<file path="src/rtl/i2s_pkg.sv">
// Shared definitions for the I2S receiver: receive FSM states and the
// widest supported sample word.
package i2s_pkg;

    localparam int I2S_MAX_W = 32;
    // Bit counter must be able to hold I2S_MAX_W (saturation value).
    localparam int I2S_CNT_W = $clog2(I2S_MAX_W + 1);

    typedef enum logic [1:0] {
        IDLE  = 2'd0,
        SYNC  = 2'd1,
        LEFT  = 2'd2,
        RIGHT = 2'd3
    } rx_state_t;

endpackage

</file>
<file path="src/rtl/i2s_sync_edge.sv">
// Brings the asynchronous I2S serial clock, word select and data into the
// system clock domain and flags the cycle in which a synced SCK rise is seen.
// All three lines share the same depth so ws/td line up with the SCK edge.
module i2s_sync_edge #(
    parameter int STAGES = 2
) (
    input  logic clk_i,
    input  logic rst_ni,
    input  logic tclk_i,
    input  logic ws_i,
    input  logic td_i,
    output logic ws_o,
    output logic td_o,
    output logic rise_o
);

    logic [STAGES-1:0] tclk_q, ws_q, td_q;
    logic              tclk_prev_q;

    // Synchronizer chains plus the previous synced SCK for edge detection.
    always_ff @(posedge clk_i or negedge rst_ni) begin
        if (!rst_ni) begin
            tclk_q      <= '0;
            ws_q        <= '0;
            td_q        <= '0;
            tclk_prev_q <= 1'b0;
        end else begin
            tclk_q      <= {tclk_q[STAGES-2:0], tclk_i};
            ws_q        <= {ws_q[STAGES-2:0], ws_i};
            td_q        <= {td_q[STAGES-2:0], td_i};
            tclk_prev_q <= tclk_q[STAGES-1];
        end
    end

    assign ws_o   = ws_q[STAGES-1];
    assign td_o   = td_q[STAGES-1];
    assign rise_o = tclk_q[STAGES-1] & ~tclk_prev_q;

endmodule

</file>
<file path="src/rtl/i2s_rx.sv">
// I2S receiver: aligns to the left/right frame, deserialises MSB-first
// words and presents complete left/right pairs on a valid/ready port.
// Optional feature macro I2S_RX_OVERRUN_EN: sticky o_overrun flag for
// pairs dropped while the consumer is stalled (tied low otherwise).
module i2s_rx
    import i2s_pkg::*;
#(
    parameter int DATA_W      = 32,
    parameter int SYNC_STAGES = 2
) (
    input  logic              i_clk,
    input  logic              i_rst_n,
    input  logic              i_enable,
    input  logic              i_tclk,
    input  logic              i_ws,
    input  logic              i_td,
    output logic [DATA_W-1:0] o_data_left,
    output logic [DATA_W-1:0] o_data_right,
    output logic              o_valid,
    input  logic              i_ready,
    output logic              o_locked,
    output logic              o_overrun,
    input  logic              i_ovr_clr
);

    rx_state_t            state_q, state_d;
    logic                 ws_s, td_s, bit_edge;
    logic                 ws_d_q;
    logic [I2S_CNT_W-1:0] cnt_q;
    logic [DATA_W-1:0]    sr_q, word;
    logic [DATA_W-1:0]    hold_q;
    logic [DATA_W-1:0]    data_l_q, data_r_q;
    logic                 valid_q;
    logic                 word_end, left_done, pair_done, drop;

    i2s_sync_edge #(
        .STAGES (SYNC_STAGES)
    ) u_sync (
        .clk_i  (i_clk),
        .rst_ni (i_rst_n),
        .tclk_i (i_tclk),
        .ws_i   (i_ws),
        .td_i   (i_td),
        .ws_o   (ws_s),
        .td_o   (td_s),
        .rise_o (bit_edge)
    );

    // A ws change at a bit edge means the bit just sampled is the LSB of
    // the word belonging to the previous ws value.
    assign word_end = bit_edge && (ws_s != ws_d_q);

    // Current word with the bit at this edge merged in; bits past DATA_W
    // never match the counter and are discarded.
    always_comb begin
        word = sr_q;
        for (int i = 0; i < DATA_W; i++) begin
            if (cnt_q == I2S_CNT_W'(DATA_W - 1 - i)) word[i] = td_s;
        end
    end

    // Next-state and word-completion strobes.
    always_comb begin
        state_d   = state_q;
        left_done = 1'b0;
        pair_done = 1'b0;
        if (!i_enable) begin
            state_d = IDLE;
        end else begin
            case (state_q)
                IDLE:  state_d = SYNC;
                SYNC:  if (bit_edge && ws_d_q && !ws_s) state_d = LEFT;
                LEFT:  if (bit_edge && !ws_d_q && ws_s) begin
                           state_d   = RIGHT;
                           left_done = 1'b1;
                       end
                RIGHT: if (bit_edge && ws_d_q && !ws_s) begin
                           state_d   = LEFT;
                           pair_done = 1'b1;
                       end
                default: state_d = IDLE;
            endcase
        end
    end

    // A pair arriving while the presented one is still stalled is lost.
    assign drop = pair_done && valid_q && !i_ready;

    // FSM state register.
    always_ff @(posedge i_clk or negedge i_rst_n) begin
        if (!i_rst_n) state_q <= IDLE;
        else          state_q <= state_d;
    end

    // Bit capture: ws history, bit counter, shift register, held left word.
    always_ff @(posedge i_clk or negedge i_rst_n) begin
        if (!i_rst_n) begin
            ws_d_q <= 1'b0;
            cnt_q  <= '0;
            sr_q   <= '0;
            hold_q <= '0;
        end else begin
            if (bit_edge) ws_d_q <= ws_s;
            if (!i_enable || state_q == IDLE) begin
                cnt_q  <= '0;
                sr_q   <= '0;
                hold_q <= '0;
            end else begin
                if (left_done) hold_q <= word;
                if (word_end) begin
                    cnt_q <= '0;
                    sr_q  <= '0;
                end else if (bit_edge) begin
                    sr_q <= word;
                    if (cnt_q < I2S_CNT_W'(DATA_W)) cnt_q <= cnt_q + I2S_CNT_W'(1);
                end
            end
        end
    end

    // Output pair register with valid/ready handshake.
    always_ff @(posedge i_clk or negedge i_rst_n) begin
        if (!i_rst_n) begin
            data_l_q <= '0;
            data_r_q <= '0;
            valid_q  <= 1'b0;
        end else if (pair_done && (!valid_q || i_ready)) begin
            data_l_q <= hold_q;
            data_r_q <= word;
            valid_q  <= 1'b1;
        end else if (valid_q && i_ready) begin
            valid_q  <= 1'b0;
        end
    end

`ifdef I2S_RX_OVERRUN_EN
    logic ovr_q;

    // Sticky drop flag; a clear wins over a drop in the same cycle.
    always_ff @(posedge i_clk or negedge i_rst_n) begin
        if (!i_rst_n)       ovr_q <= 1'b0;
        else if (i_ovr_clr) ovr_q <= 1'b0;
        else if (drop)      ovr_q <= 1'b1;
    end

    assign o_overrun = ovr_q;
`else
    logic unused_ovr;
    assign unused_ovr = i_ovr_clr ^ drop;
    assign o_overrun  = 1'b0;
`endif

    assign o_data_left  = data_l_q;
    assign o_data_right = data_r_q;
    assign o_valid      = valid_q;
    assign o_locked     = (state_q == LEFT) || (state_q == RIGHT);

endmodule

</file>
<file path="config.mk">
export PLATFORM = sky130hd
export DESIGN_NAME = i2s_rx
export DESIGN_NICKNAME = d
export VERILOG_FILES = /design/src/rtl/i2s_pkg.sv /design/src/rtl/i2s_sync_edge.sv /design/src/rtl/i2s_rx.sv
export SDC_FILE = /design/constraint.sdc
export NUM_CORES = 1
export LEC_CHECK = 0
export CORE_UTILIZATION = 31
export CTS_CLUSTER_DIAMETER = 120
export CTS_CLUSTER_SIZE = 25
export DETAILED_ROUTE_END_ITERATION = 6
export SLEW_MARGIN = 20
export SYNTH_ARGS = -nofsm -noshare
export SYNTH_HDL_FRONTEND = slang
export SYNTH_HIERARCHICAL = 1
export SYNTH_SLANG_ARGS = --single-unit
</file>
<file path="constraint.sdc">
create_clock -name i_clk -period 2.35 [get_ports i_clk]
set_clock_uncertainty 0.15 [all_clocks]
set_input_delay 0.235 -clock i_clk [delete_from_list [all_inputs] [get_ports i_clk]]
set_output_delay 0.235 -clock i_clk [all_outputs]
set_load 0.05 [all_outputs]
</file>
==> results.sh, run 1 <==
export IMPL_grt_use_total=0.144
export IMPL_overflow=0
export IMPL_cts_sinks=145
export IMPL_hold_class="in2reg"
export IMPL_cts_buffers_inserted=17
export IMPL_crit_path_start="state_q[1]"
export IMPL_power_density_nw_per_um2=669
export IMPL_yosys_warnings=6
export IMPL_hold_slack_ps=105
export IMPL_h_tree_depth=4
export IMPL_ys_seq_area_frac=0.566
export IMPL_cp_data_required_time_ps=1970
export IMPL_finalCriticalPeriod_ps=2180
export IMPL_cts_resized=0
export IMPL_worstPathCellList="clkdlybuf4s50_1"
export IMPL_final_common_cell="dfrtp_1"
export IMPL_p_sw_uw=1180
export IMPL_synth_adder_area_share=0.00781
export IMPL_ir_drop_mv=0.522
export IMPL_drtPass1Iterations=4
export IMPL_path_buf_inv=1
export IMPL_drc=0
export IMPL_grt_max_degree=65
export IMPL_start_util=0.317
export IMPL_clock_fmax_mhz=459
export IMPL_cap_viol_max_count=0
export IMPL_routed_wire_length_per_instance_um=16.9
export IMPL_synth_top_family_by_area="multiplexers"
export IMPL_synthXorXnorAreaFrac=0.00273
export IMPL_synth_ff_type="dfrtp_1"
export IMPL_dp_hpwl_um=9790
export IMPL_endpoint_kind="primary output"
export IMPL_syn_num_nets=511
export IMPL_insertedDiodeCount=0
export IMPL_cts_clk_slew_worst_paths_ps=60
export IMPL_min_from="i_td"
export IMPL_slowest_stage="clkdlybuf4s50_1"
export IMPL_post_cts_buffers=0
export IMPL_core_um2=20200
export IMPL_grt_pass1_vias=4369
export IMPL_finalCritPeriodShare=0.927
export IMPL_setup_violations=0
export IMPL_syn_area_um2=6410
export IMPL_nets=588
export IMPL_leakagePower_uw=0.00375
export IMPL_gp_congestion=0.871
export IMPL_clock_tree_buffer_depth=2
export IMPL_die_w_um=146
export IMPL_crit_type="reg2out"
export IMPL_grt_pass1_wl_um=24000
export IMPL_drt_total_wl_um=14500
export IMPL_rsz0062_at_grt="no"
export IMPL_pwr_share_seq=0.471
export IMPL_arrival_ps=1790
export IMPL_synth_edff_count=0
export IMPL_synth_simple_gate_area_frac=0.108
export IMPL_clk_latency_ps=420
export IMPL_die_area_um2=21300
export IMPL_cts_root_buf="clkbuf_16"
export IMPL_hold_violations=0
export IMPL_ant_nets=0
export IMPL_finalSetupTns_ps=0
export IMPL_max_stage_delay_ps=880
export IMPL_via_per_inst=5.00
export IMPL_drive_gt1_frac=0.228
export IMPL_r2r_start="cnt_q[1]"
export IMPL_synth_seq_cells=145
export IMPL_vias=4291
export IMPL_die_h_um=146
export IMPL_tritoncts="done"
export IMPL_ioPinCount=75
export IMPL_critPathTopFamily="buffers and inverters"
export IMPL_worst_pin_slew_ps=598
export IMPL_antenna_found_initial=0
export IMPL_first_iter_violations=157
export IMPL_report_final_slew_viol_count=0
export IMPL_port_buffers=72
export IMPL_p_int_uw=4180
export IMPL_synthCells=499
export IMPL_cp_max_fo=8
export IMPL_synth_area_per_cell_um2=12.8
export IMPL_async_reset_ff_frac=1.00
export IMPL_area_growth_pct=25.0
export IMPL_layout_common_cells="145 x dfrtp_1, 71 x clkdlybuf4s50_1, 63 x a22o_1"
export IMPL_synth_cell_types=54
export IMPL_synthMuxAreaShare=0.137
export IMPL_synth_compound_area_frac=0.129
export IMPL_power_frac_clock=0.497
export IMPL_power_frac_comb=0.032
export IMPL_status="completed"
export IMPL_worstSetupStartpointType="register"
export IMPL_rows=52
export IMPL_relSlewSlack=0.601
export IMPL_switching_share=0.220
==> Yosys cell counts (all sizes together) (2+ instances only) <==
library cell / count / area share
nand3b: 4 / 0.0047
nand2b: 8 / 0.0078
a22o: 63 / 0.086
and4: 2 / 0.0027
inv: 5 / 0.0029
and2: 6 / 0.0059
nand3: 13 / 0.011
and4bb: 3 / 0.0059
o21ai: 34 / 0.027
nor3: 2 / 0.0016
a21oi: 2 / 0.0016
nand4: 3 / 0.0053
a31oi: 2 / 0.0029
or3b: 3 / 0.0049
nor2b: 4 / 0.0051
a32oi: 2 / 0.0027
nand2: 57 / 0.033
and3: 3 / 0.0029
buf: 30 / 0.040
dfrtp: 145 / 0.57
o21a: 2 / 0.0023
clkbuf: 9 / 0.0057
and2b: 2 / 0.0025
mux2: 67 / 0.14
ha: 4 / 0.0078
nor2: 9 / 0.0064
nor4b: 4 / 0.0055
==> layer usage <==
layer / track usage / vias up / routed length (um)
met3: 0.0379 / 15 / 732
li1: - / 1957 / -
met1: 0.200 / 2210 / 6760
met4: 0.0389 / 0 / 146
met2: 0.222 / 109 / 6870
met5: 0 / - / 0
==> final cells by class <==
type	instances	area [um^2]
Sequential cell	145	3630
Multi-Input combinational cell	310	2470
Inverter	5	18.8
Timing Repair Buffer	97	962
Tap cell	270	338
Clock inverter	12	135
Fill cell	1893	12200
Clock buffer	20	457
==> metrics by stage <==
| step | cells | total power, uW | cell area [um^2] | utilization | setup slack (ps) |
|---|---|---|---|---|---|
| after floorplan | 499 | 2640 | 6410 | - | 453 |
| after global placement | 826 | 2740 | 7410 | 0.366 | 245 |
| after detailed placement | 826 | 2750 | 7410 | 0.366 | 218 |
| after CTS | 859 | 5440 | 8010 | 0.396 | 147 |
| after global routing | 859 | 5560 | 8010 | 0.396 | 98.4 |
| final | 859 | 5360 | 8010 | 0.396 | 172 |
==> path summary, 6_finish.rpt <==
| check | to | slack, ps | depth (start not counted) |
|---|---|---|---|
| max | o_locked | 170 | 1 |
| min in group asynchronous | hold_q[4] | 240 | 2 |
| max reg2reg | o_data_right[14] | 210 | 6 |
| min | u_sync/td_q[0] | 100 | 1 |
| max in group asynchronous | hold_q[2] | 1160 | 3 |
| min reg2reg | u_sync/tclk_q[1] | 200 | 0 |
==> state kept, by name, indices dropped and copies added (netlist names) <==
register	count
u_sync/tclk_q	2
u_sync/tclk_prev_q	1
u_sync/ws_q	2
o_data_right	32
o_valid	1
hold_q	32
state_q	2
ws_d_q	1
cnt_q	6
o_data_left	32
u_sync/td_q	2
sr_q	32
==> power by group through the flow <==
stage | registers, uW | clock network [uW] | logic (uW)
after CTS | 2520 | 2730 | 180
after global routing | 2520 | 2840 | 197
final | 2520 | 2660 | 173
after floorplan | 2560 | 0 | 80.3
after detailed placement | 2570 | 0 | 178
after global placement | 2570 | 0 | 172
==> cell families after synthesis <==
| group | count (synthesis) |
|---|---|
| compound gates | 110 |
| xor+xnor | 2 |
| fa+ha+maj | 4 |
| buf+inv | 44 |
| flops | 145 |
| mux | 68 |
| other cells | 1 |
| simple gates | 125 |
==> repair_timing <==
action                                  4_1_cts  5_1_grt
endpoints found under the setup margin        0        0
endpoints found under the hold margin        59        0
hold buffers                                  1        0
Note: power is estimated with default switching activity, not from simulation.
==> run 2, diff against run 1 <==
--- a/config.mk
+++ b/config.mk
@@ -5,9 +5,10 @@
 export SDC_FILE = /design/constraint.sdc
 export NUM_CORES = 1
 export LEC_CHECK = 0
+export CAP_MARGIN = 10
 export CORE_UTILIZATION = 31
 export CTS_CLUSTER_DIAMETER = 120
-export CTS_CLUSTER_SIZE = 25
+export CTS_CLUSTER_SIZE = 12
 export DETAILED_ROUTE_END_ITERATION = 6
 export SLEW_MARGIN = 20
 export SYNTH_ARGS = -nofsm -noshare
==> results of run 2 <==
The final DEF is identical to that of run 1; final timing and power are the same.
